$ cat config.mk
export PLATFORM = sky130hd
export DESIGN_NAME = l2_port_scheduler_flat
export DESIGN_NICKNAME = d
export VERILOG_FILES = /design/src/rtl/l2_port_scheduler_if.sv /design/src/rtl/l2_port_scheduler.sv /design/src/flat_wrapper.sv
export SDC_FILE = /design/constraint.sdc
export NUM_CORES = 1
export LEC_CHECK = 0
export BUFFER_PORTS_ARGS = -buffer_cell sky130_fd_sc_hd__buf_2
export CORE_AREA = 3 3 676 678
export CTS_BUF_LIST = sky130_fd_sc_hd__clkbuf_8
export DETAILED_ROUTE_END_ITERATION = 10
export DIE_AREA = 0 0 679 681
export SLEW_MARGIN = 5
export SYNTH_ARGS = -nofsm -noshare
export SYNTH_HDL_FRONTEND = slang
export SYNTH_SLANG_ARGS = --single-unit
$ cat constraint.sdc
create_clock -name clk -period 4.7 [get_ports clk]
set_input_delay 0.94 -clock clk [delete_from_list [all_inputs] [get_ports clk]]
set_output_delay 0.94 -clock clk [all_outputs]
set_load 0.03 [all_outputs]
$ cat src/rtl/l2_port_scheduler_if.sv
// l2_port_scheduler_if
//  Bundles the icache, dcache and L2 sides of the shared L2 port.
//  slave  : view used by the scheduler (requests/L2 response in, L2 strobes/cache responses out)
//  master : view used by the surrounding caches/L2 model (the opposite directions)
//  Signals:
//    i_read/i_write/i_addr/i_wdata/i_mbe  icache request, held until i_resp
//    d_read/d_write/d_addr/d_wdata/d_mbe  dcache request, held until d_resp
//    l2_rdata/l2_resp                     L2 read line and completion pulse
//    i_rdata/i_resp, d_rdata/d_resp       per-cache response
//    l2_read/l2_write/l2_addr/l2_wdata/l2_mbe  latched request toward L2
//    busy                                 scheduler not idle
interface l2_port_scheduler_if #(
  parameter int LINE_W = 256
);
  localparam int MBE_W = LINE_W / 8;

  logic              i_read;
  logic              i_write;
  logic [31:0]       i_addr;
  logic [LINE_W-1:0] i_wdata;
  logic [MBE_W-1:0]  i_mbe;
  logic              d_read;
  logic              d_write;
  logic [31:0]       d_addr;
  logic [LINE_W-1:0] d_wdata;
  logic [MBE_W-1:0]  d_mbe;
  logic [LINE_W-1:0] l2_rdata;
  logic              l2_resp;
  logic [LINE_W-1:0] i_rdata;
  logic              i_resp;
  logic [LINE_W-1:0] d_rdata;
  logic              d_resp;
  logic              l2_read;
  logic              l2_write;
  logic [31:0]       l2_addr;
  logic [LINE_W-1:0] l2_wdata;
  logic [MBE_W-1:0]  l2_mbe;
  logic              busy;

  modport slave (
    input  i_read, i_write, i_addr, i_wdata, i_mbe,
    input  d_read, d_write, d_addr, d_wdata, d_mbe,
    input  l2_rdata, l2_resp,
    output i_rdata, i_resp, d_rdata, d_resp,
    output l2_read, l2_write, l2_addr, l2_wdata, l2_mbe, busy
  );

  modport master (
    output i_read, i_write, i_addr, i_wdata, i_mbe,
    output d_read, d_write, d_addr, d_wdata, d_mbe,
    output l2_rdata, l2_resp,
    input  i_rdata, i_resp, d_rdata, d_resp,
    input  l2_read, l2_write, l2_addr, l2_wdata, l2_mbe, busy
  );
endinterface

$ cat src/rtl/l2_port_scheduler.sv
// l2_port_scheduler
//  Shares the single L2 port between the icache and dcache miss paths. The winning
//  request is latched at grant and presented to L2 unchanged until l2_resp; the
//  response is routed only to the granted cache. Dcache wins ties, but after
//  STARVE_LIMIT dcache grants taken while the icache waited, the icache is forced in.
//  Ports:
//    clk  rising-edge clock
//    rst  synchronous active-high reset
//    bus  l2_port_scheduler_if.slave (cache requests, L2 side, responses, busy)
module l2_port_scheduler #(
  parameter int STARVE_LIMIT = 4,
  parameter int LINE_W       = 256
) (
  input logic                 clk,
  input logic                 rst,
  l2_port_scheduler_if.slave  bus
);

  localparam int CNT_W = $clog2(STARVE_LIMIT + 1);
  localparam int MBE_W = LINE_W / 8;

  typedef enum logic [1:0] {
    IDLE    = 2'd0,
    SERVE_I = 2'd1,
    SERVE_D = 2'd2,
    RELEASE = 2'd3
  } state_t;

  state_t            state_q;
  state_t            state_d;
  logic [CNT_W-1:0]  starve_cnt;
  logic              op_write_q;
  logic [31:0]       addr_q;
  logic [LINE_W-1:0] wdata_q;
  logic [MBE_W-1:0]  mbe_q;

  logic i_pend;
  logic d_pend;
  logic force_i;
  logic grant_i;
  logic grant_d;
  logic serving;
  logic i_resp;
  logic d_resp;

  assign i_pend  = bus.i_read | bus.i_write;
  assign d_pend  = bus.d_read | bus.d_write;
  assign force_i = (starve_cnt == CNT_W'(STARVE_LIMIT));

  always_comb begin
    state_d = state_q;
    grant_i = 1'b0;
    grant_d = 1'b0;
    serving = 1'b0;
    i_resp  = 1'b0;
    d_resp  = 1'b0;
    case (state_q)
      IDLE: begin
        if (i_pend && (!d_pend || force_i)) begin
          grant_i = 1'b1;
          state_d = SERVE_I;
        end else if (d_pend) begin
          grant_d = 1'b1;
          state_d = SERVE_D;
        end
      end
      SERVE_I: begin
        serving = 1'b1;
        if (bus.l2_resp) begin
          i_resp  = 1'b1;
          state_d = RELEASE;
        end
      end
      SERVE_D: begin
        serving = 1'b1;
        if (bus.l2_resp) begin
          d_resp  = 1'b1;
          state_d = RELEASE;
        end
      end
      RELEASE: state_d = IDLE;
      default: state_d = IDLE;
    endcase
  end

  always_ff @(posedge clk) begin
    if (rst) begin
      state_q <= IDLE;
    end else begin
      state_q <= state_d;
    end
  end

  // A dcache grant with force_i set implies the icache is idle, so the
  // increment below only needs to stop at the limit.
  always_ff @(posedge clk) begin
    if (rst) begin
      starve_cnt <= '0;
    end else if (grant_i) begin
      starve_cnt <= '0;
    end else if (grant_d && i_pend && !force_i) begin
      starve_cnt <= starve_cnt + CNT_W'(1);
    end
  end

  // Request latch: captured only on the grant cycle, so requester-side changes
  // during the transaction never reach L2. Write wins when both ops are raised.
  always_ff @(posedge clk) begin
    if (rst) begin
      op_write_q <= 1'b0;
      addr_q     <= '0;
      wdata_q    <= '0;
      mbe_q      <= '0;
    end else if (grant_i) begin
      op_write_q <= bus.i_write;
      addr_q     <= bus.i_addr;
      wdata_q    <= bus.i_wdata;
      mbe_q      <= bus.i_mbe;
    end else if (grant_d) begin
      op_write_q <= bus.d_write;
      addr_q     <= bus.d_addr;
      wdata_q    <= bus.d_wdata;
      mbe_q      <= bus.d_mbe;
    end
  end

  assign bus.l2_read  = serving & ~op_write_q;
  assign bus.l2_write = serving & op_write_q;
  assign bus.l2_addr  = addr_q;
  assign bus.l2_wdata = wdata_q;
  assign bus.l2_mbe   = mbe_q;
  assign bus.i_resp   = i_resp;
  assign bus.d_resp   = d_resp;
  assign bus.i_rdata  = bus.l2_rdata;
  assign bus.d_rdata  = bus.l2_rdata;
  assign bus.busy     = (state_q != IDLE);

endmodule

$ cat src/flat_wrapper.sv
// flat-port wrapper written by rule: the top's interface ports become plain ports
module l2_port_scheduler_flat 
#(
  parameter int STARVE_LIMIT = 4,
  parameter int LINE_W       = 256
)
  (clk, rst, bus_i_read, bus_i_write, bus_i_addr, bus_i_wdata, bus_i_mbe, bus_d_read, bus_d_write, bus_d_addr, bus_d_wdata, bus_d_mbe, bus_l2_rdata, bus_l2_resp, bus_i_rdata, bus_i_resp, bus_d_rdata, bus_d_resp, bus_l2_read, bus_l2_write, bus_l2_addr, bus_l2_wdata, bus_l2_mbe, bus_busy);
  l2_port_scheduler_if #(.LINE_W(LINE_W)) bus_i ();
  input logic clk;
  input logic rst;
  input wire logic [$bits(bus_i.i_read)-1:0] bus_i_read;
  input wire logic [$bits(bus_i.i_write)-1:0] bus_i_write;
  input wire logic [$bits(bus_i.i_addr)-1:0] bus_i_addr;
  input wire logic [$bits(bus_i.i_wdata)-1:0] bus_i_wdata;
  input wire logic [$bits(bus_i.i_mbe)-1:0] bus_i_mbe;
  input wire logic [$bits(bus_i.d_read)-1:0] bus_d_read;
  input wire logic [$bits(bus_i.d_write)-1:0] bus_d_write;
  input wire logic [$bits(bus_i.d_addr)-1:0] bus_d_addr;
  input wire logic [$bits(bus_i.d_wdata)-1:0] bus_d_wdata;
  input wire logic [$bits(bus_i.d_mbe)-1:0] bus_d_mbe;
  input wire logic [$bits(bus_i.l2_rdata)-1:0] bus_l2_rdata;
  input wire logic [$bits(bus_i.l2_resp)-1:0] bus_l2_resp;
  output wire logic [$bits(bus_i.i_rdata)-1:0] bus_i_rdata;
  output wire logic [$bits(bus_i.i_resp)-1:0] bus_i_resp;
  output wire logic [$bits(bus_i.d_rdata)-1:0] bus_d_rdata;
  output wire logic [$bits(bus_i.d_resp)-1:0] bus_d_resp;
  output wire logic [$bits(bus_i.l2_read)-1:0] bus_l2_read;
  output wire logic [$bits(bus_i.l2_write)-1:0] bus_l2_write;
  output wire logic [$bits(bus_i.l2_addr)-1:0] bus_l2_addr;
  output wire logic [$bits(bus_i.l2_wdata)-1:0] bus_l2_wdata;
  output wire logic [$bits(bus_i.l2_mbe)-1:0] bus_l2_mbe;
  output wire logic [$bits(bus_i.busy)-1:0] bus_busy;
  assign bus_i.i_read = bus_i_read;
  assign bus_i.i_write = bus_i_write;
  assign bus_i.i_addr = bus_i_addr;
  assign bus_i.i_wdata = bus_i_wdata;
  assign bus_i.i_mbe = bus_i_mbe;
  assign bus_i.d_read = bus_d_read;
  assign bus_i.d_write = bus_d_write;
  assign bus_i.d_addr = bus_d_addr;
  assign bus_i.d_wdata = bus_d_wdata;
  assign bus_i.d_mbe = bus_d_mbe;
  assign bus_i.l2_rdata = bus_l2_rdata;
  assign bus_i.l2_resp = bus_l2_resp;
  assign bus_i_rdata = bus_i.i_rdata;
  assign bus_i_resp = bus_i.i_resp;
  assign bus_d_rdata = bus_i.d_rdata;
  assign bus_d_resp = bus_i.d_resp;
  assign bus_l2_read = bus_i.l2_read;
  assign bus_l2_write = bus_i.l2_write;
  assign bus_l2_addr = bus_i.l2_addr;
  assign bus_l2_wdata = bus_i.l2_wdata;
  assign bus_l2_mbe = bus_i.l2_mbe;
  assign bus_busy = bus_i.busy;
  l2_port_scheduler #(.STARVE_LIMIT(STARVE_LIMIT), .LINE_W(LINE_W)) u_core (.clk(clk), .rst(rst), .bus(bus_i));
endmodule
# == Word-level counts from Yosys, hierarchy flattened ==
# Cells that the tools add are included.
# totals
reg_bits,326
latch_bits,0
mem_bits_rw,0
romBits,0
input_bits,903
output_inout_bits,837
elab_cells,51
memories,0
# op_classes
n_addsub,1
multipliers,0
n_div,0
order_cmp,0
eq_ne,6
shift,0
n_mux,21
bitwise,5
reduce_logical,12
# ops
cell,n
$mux W256,2
$mux W32,4
$mux W1,11
$mux W2,3
$pmux W2 S3,1
$eq A2 B2 Y1 const B,2
$reduce_bool A2 Y1,2
$reduce_or A2 Y1,2
$add A3 B1 Y3 const B,1
$eq A3 B3 Y1 const B,1
$logic_and A1 B1 Y1,3
$ne A3 B1 Y1 const B,1
$and A1 B1 Y1,2
$eq A2 B1 Y1 const B,1
$logic_not A1 Y1,2
$logic_not A2 Y1,1
$ne A2 B1 Y1 const B,1
$or A1 B1 Y1,2
$reduce_and A2 Y1,1
$logic_or A1 B1 Y1,1
$not A1 Y1,1

# == Logic depth before layout (Yosys ltp) ==
# Gate-level depths: netlist of run 1.
# depth
ltp_word,8
depth_mapped,9
ltp_nobuf,5

# == Worst setup path after synthesis of run 1 ==
# OpenSTA, ideal clock, no wires.
# synth_path
kind,in2reg
startpoint,input bus_i_write
endpoint,"register u_core.wdata_q[121], in the netlist u_core.bus.l2_wdata[121]"
setup_time_ns,0.088
t_arrival_ns,2.146
required_ns,4.612
path_slack_ns,2.466
path_stages,6
path_buffers,4
path_cell_list,buf_2 -> o41a_1 -> buf_2 -> buf_2 -> buf_2 -> a311oi_2
# synth_between
elab_chain_len,5
word_cells_on_any_way,8
cone_classes,5 x mux; 1 x bitwise; 2 x reduce/logical
# synth_lines
element,line_no,text
from (decl),flat_wrapper.sv:12,input wire logic [$bits(bus_i.i_write)-1:0] bus_i_write;
$or A1 B1 Y1 (*),l2_port_scheduler.sv:46,assign i_pend = bus.i_read | bus.i_write;
$logic_and A1 B1 Y1 (*),l2_port_scheduler.sv:59,if (i_pend && (!d_pend || force_i)) begin
$mux W1,l2_port_scheduler.sv:59,
$mux W1,l2_port_scheduler.sv:57,case (state_q)
$mux W256 or $reduce_bool A2 Y1 (tied branches),-,
to (signal assigned),l2_port_scheduler.sv:117,wdata_q <= bus.i_wdata;
to (signal assigned),l2_port_scheduler.sv:122,wdata_q <= bus.d_wdata;
to (decl),l2_port_scheduler.sv:34,logic [LINE_W-1:0] wdata_q;
# Mark *: on every way between the ends. The rest lies on a longest branch, timed or not.
# A chain may end at the register's enable or synchronous reset.

# == Final worst setup path of run 1 ==
# layout_path
startpoint,register u_core.state_q[0]
endpoint,output bus_l2_write
# layout_between
elab_chain_len,4
word_cells_on_any_way,5
cone_classes,2 x eq/ne; 1 x mux; 1 x bitwise; 1 x reduce/logical
# layout_lines
element,line_no,text
from (decl),l2_port_scheduler.sv:29,state_t state_q;
from (signal assigned),l2_port_scheduler.sv:90,state_q <= state_d;
$eq A2 B1 Y1 or $eq A2 B2 Y1 (tied branches),l2_port_scheduler.sv:57,
$reduce_or A2 Y1 (no source line) (*),-,
$mux W1 (*),l2_port_scheduler.sv:57,
$and A1 B1 Y1 (*),l2_port_scheduler.sv:128,assign bus.l2_write = serving & op_write_q;
to (decl),flat_wrapper.sv:28,output wire logic [$bits(bus_i.l2_write)-1:0] bus_l2_write;
# Marks and branches as above.

==> results.cfg, run 1 <==
[synthesis]
synthesis.nets = 3327
ys_seq_elements = 326
synthCells = 2418
synth_area_um2 = 19100
synthDistinctLibCells = 32
synth_edf_count = 0
yosys_most_used_dff = dfxtp_1
syn_area_per_cell_um2 = 7.89
synth_top_area_share_pct = 34.2
ys_seq_area_share_pct = 34.2
yosys.cell_count.top_type = buf_4
synth-async-reset-ratio_pct = 0
yosysTopAreaCell = dfxtp_1
yosysWarnings = 0
synth_commonest_cells = 516 x buf_4, 326 x dfxtp_1, 322 x nand3_1, 322 x nor2_1, 320 x o21ai_0
synth.area.top_cells = dfxtp_1 34%, buf_4 20%, a311oi_1 14%

[critical_path]
max_stage_delay_ps = 390
critPathTopFamily = buffers and inverters
critical_path_class = reg -> out
arrival_ps = 2140
cp_num_buf_inv = 2
startpoint_type = flip-flop
reg2reg_slack_ps = 1670
crit_path_end_kind = primary output
path_max_fanout = 6
critical_path_depth = 4
critPathRequiredTime_ps = 3760
critPathSlowestCell = ha_1
timing.rr.end = u_core.bus.l2_wdata[244]
crit_chain = inv_1, ha_1, and2_1, buf_2
r2r-start = u_core.state_q[0]
rr_worst_depth = 7

[pwr]
comb_power_share_pct = 61.5
seqPwrFrac_pct = 22.8
power.switching_mw = 12.6
p_sw_share_pct = 61.3
total_power_mw = 20.6
intPower_mw = 7.96
vdd_drop_max_uv = 329
powerDensity_nw_per_um2 = 714
leakage_nw = 9.59
p_clk_share_pct = 15.7

[global_routing]
grt_pass1_vias = 19900
grt_usage_pct = 14.1
overflow = 0
antenna_found_initial = 188
grt_pass1_wl_um = 385000
grt_max_degree = 138

[clock_tree]
clkTransAtPathRegs_ps = 70
clk-insertion-delay-late_ps = 810
numCtsBuffers = 61
cts_sinks = 326
holdBufCountCts = 0
cts_buffer_depth = 3
cts_root_buf = clkbuf_8
cts_resized = 0
postCtsSetupRepairBufs = 0
cts-htree-levels = 2
cts_tree = yes

[status]
failed_checks = antenna violations
status = finished with violations

[final_layout]
seq_area_um2 = 6530
multi_input_area_um2 = 7640
layout.nets = 3632
drive_above_1_share_pct = 40.4
filler_cell_count = 53600
final_core_util_pct = 6.38
area_delta_synth_final_pct = 50.9

[worst_hold_path]
hold_end = u_core.bus.l2_mbe[1]
whs_path_depth = 3
min_from = bus_i_mbe[1]
hold_path_class = in -> reg

[drt]
drt_iter0_markers = 2318
vias_per_cell = 2.57
drt_wl_total_um = 342000
drc = 0
dr.pass1.iters = 6
vias = 22900
wl_per_cell_um = 38.3
antenna_left = 1

[sta]
fin_skew_ps = 57.6
slew_violations = 0
rsz0062_at_grt = no
max_slew_margin_pct = 30.6
tightest_slew_ps = 1040
post-route-period-util_pct = 65.6
finalSetupViolCount = 0
fmax_ghz = 0.325
setup_tns_ps = 0
hold_viol_final = 0
min_period_ps = 3080

[floorplan]
placementRows = 247
die_y_um = 681
initial_core_util_pct = 4.22
die-area_um2 = 462000
coreArea_um2 = 452000
boundaryPins = 1740
die_w_um = 679

[placement]
port_buffers = 971
gp_congestion = 0.918
dpl.hpwl_um = 314000

[run]
cap_violations = 0
==> placed cells by master, fill, tap and decap left out, types with 6 or more instances in the layout <==
cell	count
a311oi_1	310
o21ai_0	320
diode_2	189
nor2_1	322
buf_4	18
buf_12	16
dfxtp_1	326
inv_1	16
nand3_1	322
a311oi_2	10
clkbuf_8	80
clkinv_2	8
buf_2	970
ha_1	6
==> power by group through the flow <==
| stage | Sequential [mW] | Clock [mW] | Combinational [mW] |
|---|---|---|---|
| 6_report | 4.70 | 3.22 | 12.6 |
| 5_1_grt | 4.81 | 3.41 | 13.8 |
| 4_1_cts | 4.67 | 3.32 | 13.2 |
| 3_5_place_dp | 4.72 | 0 | 13.2 |
| 3_3_place_gp | 4.66 | 0 | 13.2 |
| 2_1_floorplan | 7.05 | 0 | 3.97 |
==> tightest hold or removal path: cells and delay by family <==
| family | cells | cell delay [ps] |
|---|---|---|
| AND/OR/NAND/NOR | 1 | 50 |
| buffers and inverters | 1 | 100 |
| AO/OA/AOI/OAI | 1 | 80 |
==> routing by layer <==
metal / global-route usage [%] / wire [µm]
met1: 10.1 / 83600
met4: 7.54 / 20300
met3: 16.2 / 85400
met2: 21.8 / 152000
met5: 1.34 / 1300
==> cell families after synthesis <==
family	count (synthesis)	share of synthesized area [%]
simple gates	658	15.2
buf+inv	769	25.9
flops	326	34.2
compound gates	658	24.2
fa+ha+maj	6	0.393
mux	1	0.0525
==> registers in the layout, summed over array words and instances (netlist names) <==
name                 count
u_core.op_write_q        1
u_core.bus.l2_addr      32
u_core.state_q           2
u_core.starve_cnt        3
u_core.bus.l2_wdata    256
u_core.bus.l2_mbe       32
==> metrics by stage <==
step	hold slack [ps]	setup WS, ps	cells	instance area [µm²]
floorplan	449	2470	2418	19100
global placement	460	1540	8636	27000
detailed placement	474	1520	8636	27000
CTS	279	1500	8741	28300
global route	326	1400	8877	28700
finish	394	1620	8930	28800
==> how the worst max path moves through the flow <==
| stage | endpoint | startpoint |
|---|---|---|
| 2_1_floorplan | u_core.bus.l2_wdata[121] | bus_i_write |
| 3_3_place_gp | u_core.bus.l2_addr[18] | bus_i_read |
| 3_5_place_dp | u_core.bus.l2_addr[24] | bus_i_read |
| 4_1_cts | bus_l2_write | u_core.state_q[0] |
| 5_1_grt | u_core.bus.l2_wdata[237] | u_core.state_q[0] |
| 6_report | bus_l2_write | u_core.state_q[0] |
==> cell type report <==
type	instances	share of cell area [%]
flip-flops and latches	326	22.7
inverters	6	0.0782
clock inverters	25	0.825
well taps	5976	26.0
diodes	189	1.64
clock buffers	80	3.82
repair buffers	1005	18.5
multi-input cells	1323	26.5
Power figures use the tool's default switching activity.
==> run 2, diff against run 1 <==
- CORE_AREA: 3 3 676 678 -> 3 3 685 687
- DIE_AREA: 0 0 679 681 -> 0 0 688 690
- clock period: 4.7 -> 3.25 ns (I/O delays scaled with it)
==> run 2 against run 1 <==
  * The run now ends clean
  * Final area up 17%
  * Register-to-register slack worse by 1500 ps
  * Worst hold slack worse by 280 ps
  * Clock skew is 83 ps higher
  * First-iteration DRC count grew 43%
  * Clock power grew 74%
  * Clock-buffer cell count increased by 11
  * Critical endpoint is now u_core.bus.l2_wdata[27]
  * Largest power group unchanged
  * Highest routed layer unchanged
==> results.cfg, run 2 (synthesized netlist as in run 1, its figures left out) <==
[status]
status = complete, no violations

[final_layout]
layout.nets = 4104
drive_above_1_share_pct = 35.9
seq_area_um2 = 6530
largest_register_ff_count = 256
multi_input_area_um2 = 7640
layout_common_cells = 970 x buf_2, 426 x dlygate4sd3_1, 326 x dfxtp_1
filler_cell_count = 54500
area_delta_synth_final_pct = 76.6
layout_commonest_cell = buf_2
stdcell_count = 9522

[pwr]
seqPwrFrac_pct = 22.3
comb_power_share_pct = 59.5
p_sw_share_pct = 57.0
p_clk_share_pct = 18.2
vdd_drop_max_uv = 472
leakage_nw = 11.9
powerDensity_nw_per_um2 = 915
intPower_mw = 13.3
power.switching_mw = 17.6

[floorplan]
boundaryPins = 1740
die_w_um = 688
die-area_um2 = 475000
initial_core_util_pct = 4.12
placementRows = 250
coreArea_um2 = 464000
die_y_um = 690

[placement]
dpl.hpwl_um = 316000
port_buffers = 971
gp_congestion = 0.933
numPlacedInstances = 8864

[drt]
vias = 25100
antenna_left = 0
dr.pass1.iters = 6
drt_iter0_markers = 3305
vias_per_cell = 2.64
drc = 0
drt_wl_total_um = 353000
wl_per_cell_um = 37.1

[critical_path]
timing.rr.end = u_core.bus.l2_wdata[27]
setup.worst_path.end = u_core.bus.l2_wdata[27]
max_stage_delay_ps = 590
arrival_ps = 3830
crit_start = u_core.state_q[0]
crit_path_end_kind = flip-flop
startpoint_type = flip-flop
critPathSlowestCell = dlygate4sd3_1
cp_num_buf_inv = 4
crit_chain = inv_1, ha_1, o41a_2, buf_12, buf_16, nor2_1, a311oi_1, dlygate4sd3_1
path_max_fanout = 154
critical_path_depth = 8
rr_worst_depth = 8
critPathRequiredTime_ps = 4020
reg2reg_slack_ps = 180
critical_path_class = reg -> reg
critPathTopFamily = buffers and inverters
r2r-start = u_core.state_q[0]

[clock_tree]
cts-htree-levels = 3
cts_sinks = 326
numCtsBuffers = 76
cts_root_buf = clkbuf_8
cts_buffer_depth = 4
postCtsSetupRepairBufs = 0
clkTransAtPathRegs_ps = 60
clk-insertion-delay-late_ps = 950
cts_tree = yes

[global_routing]
grt_usage_pct = 14.2
grt_pass1_wl_um = 405000
overflow = 0
grt_max_degree = 220
antenna_found_initial = 202
grt_pass1_vias = 23000

[sta]
rsz0062_at_grt = no
max_slew_margin_pct = 23.6
hold_viol_final = 0
slew_violations = 0
fin_skew_ps = 141
min_period_ps = 3070
setup_tns_ps = 0
fmax_ghz = 0.326
finalSetupViolCount = 0
post-route-period-util_pct = 94.4
whs_ps = 116
tightest_slew_ps = 1130

[worst_hold_path]
hold_path_class = in -> reg

[run]
cap_violations = 0
run 2: cell types whose count changed in the layout (fill, tap and decap cells not counted), sizes merged:
cell         delta
clkinv          +2
bufinv          +3
buf            +30
clkbuf         +12
clkinvlp        +4
dlygate4sd3   +426
diode          -89
inv             +6
run 2: worst min-delay path, cell delays in order:
cell and delay [ps]:
buf_2 120, o21ai_0 80, a311oi_1 80
run 2: metrics by stage:
stage          setup slack [ps]  utilization, %  total power [mW]  cell area, µm²
2_1_floorplan              1310               -              15.9           19100
4_1_cts                     145            7.21              31.0           33400
6_report                    181            7.27              30.8           33700
3_3_place_gp                656            5.94              23.8           27500
3_5_place_dp                639            5.94              23.9           27500
5_1_grt                    14.8            7.23              32.2           33500
run 2: worst min-delay path by stage:
| stage | from | endpoint | slack [ps] | cells after the start |
|---|---|---|---|---|
| final | bus_d_wdata[217] | u_core.bus.l2_wdata[217] | 120 | 3 |
| after global routing | bus_i_mbe[21] | u_core.bus.l2_mbe[21] | 40 | 3 |
| after CTS | bus_i_wdata[64] | u_core.bus.l2_wdata[64] | 0.3 | 3 |
| after detailed placement | u_core.starve_cnt[0] | u_core.starve_cnt[0] | 470 | 2 |
| after global placement | u_core.starve_cnt[0] | u_core.starve_cnt[0] | 460 | 2 |
| after floorplan | u_core.starve_cnt[1] | u_core.starve_cnt[1] | 450 | 2 |
run 2: routing by layer:
layer  up-vias  GRT usage, %  part of all wire [%]
li1       9897             -                     -
met1     11400          11.7                    28
met2      2869          21.9                    43
met3       774          14.9                    23
met4       132          6.04                   5.2
met5         -          1.99                  0.56
run 2: power groups by stage:
stage	Sequential, mW	Clock (mW)	Combinational (mW)
2_1_floorplan	10.2	0	5.74
3_3_place_gp	6.81	0	17.0
3_5_place_dp	6.90	0	17.0
4_1_cts	6.83	5.85	18.3
5_1_grt	7.03	5.94	19.3
6_report	6.88	5.61	18.3
run 2: timing repair:
action	in CTS	in global routing
hold endpoints to repair	268	0
hold buffers	426	0
resized for setup	0	2
endpoints found under the setup margin	0	32
run 2: area by class of cell:
type | count | share of cell area, %
Antenna cell | 100 | 0.743
Timing Repair Buffer | 1462 | 29.4
Inverter | 6 | 0.0668
Tap cell | 6174 | 22.9
Sequential cell | 326 | 19.4
Multi-Input combinational cell | 1323 | 22.7
Clock inverter | 40 | 1.10
Clock buffer | 91 | 3.72
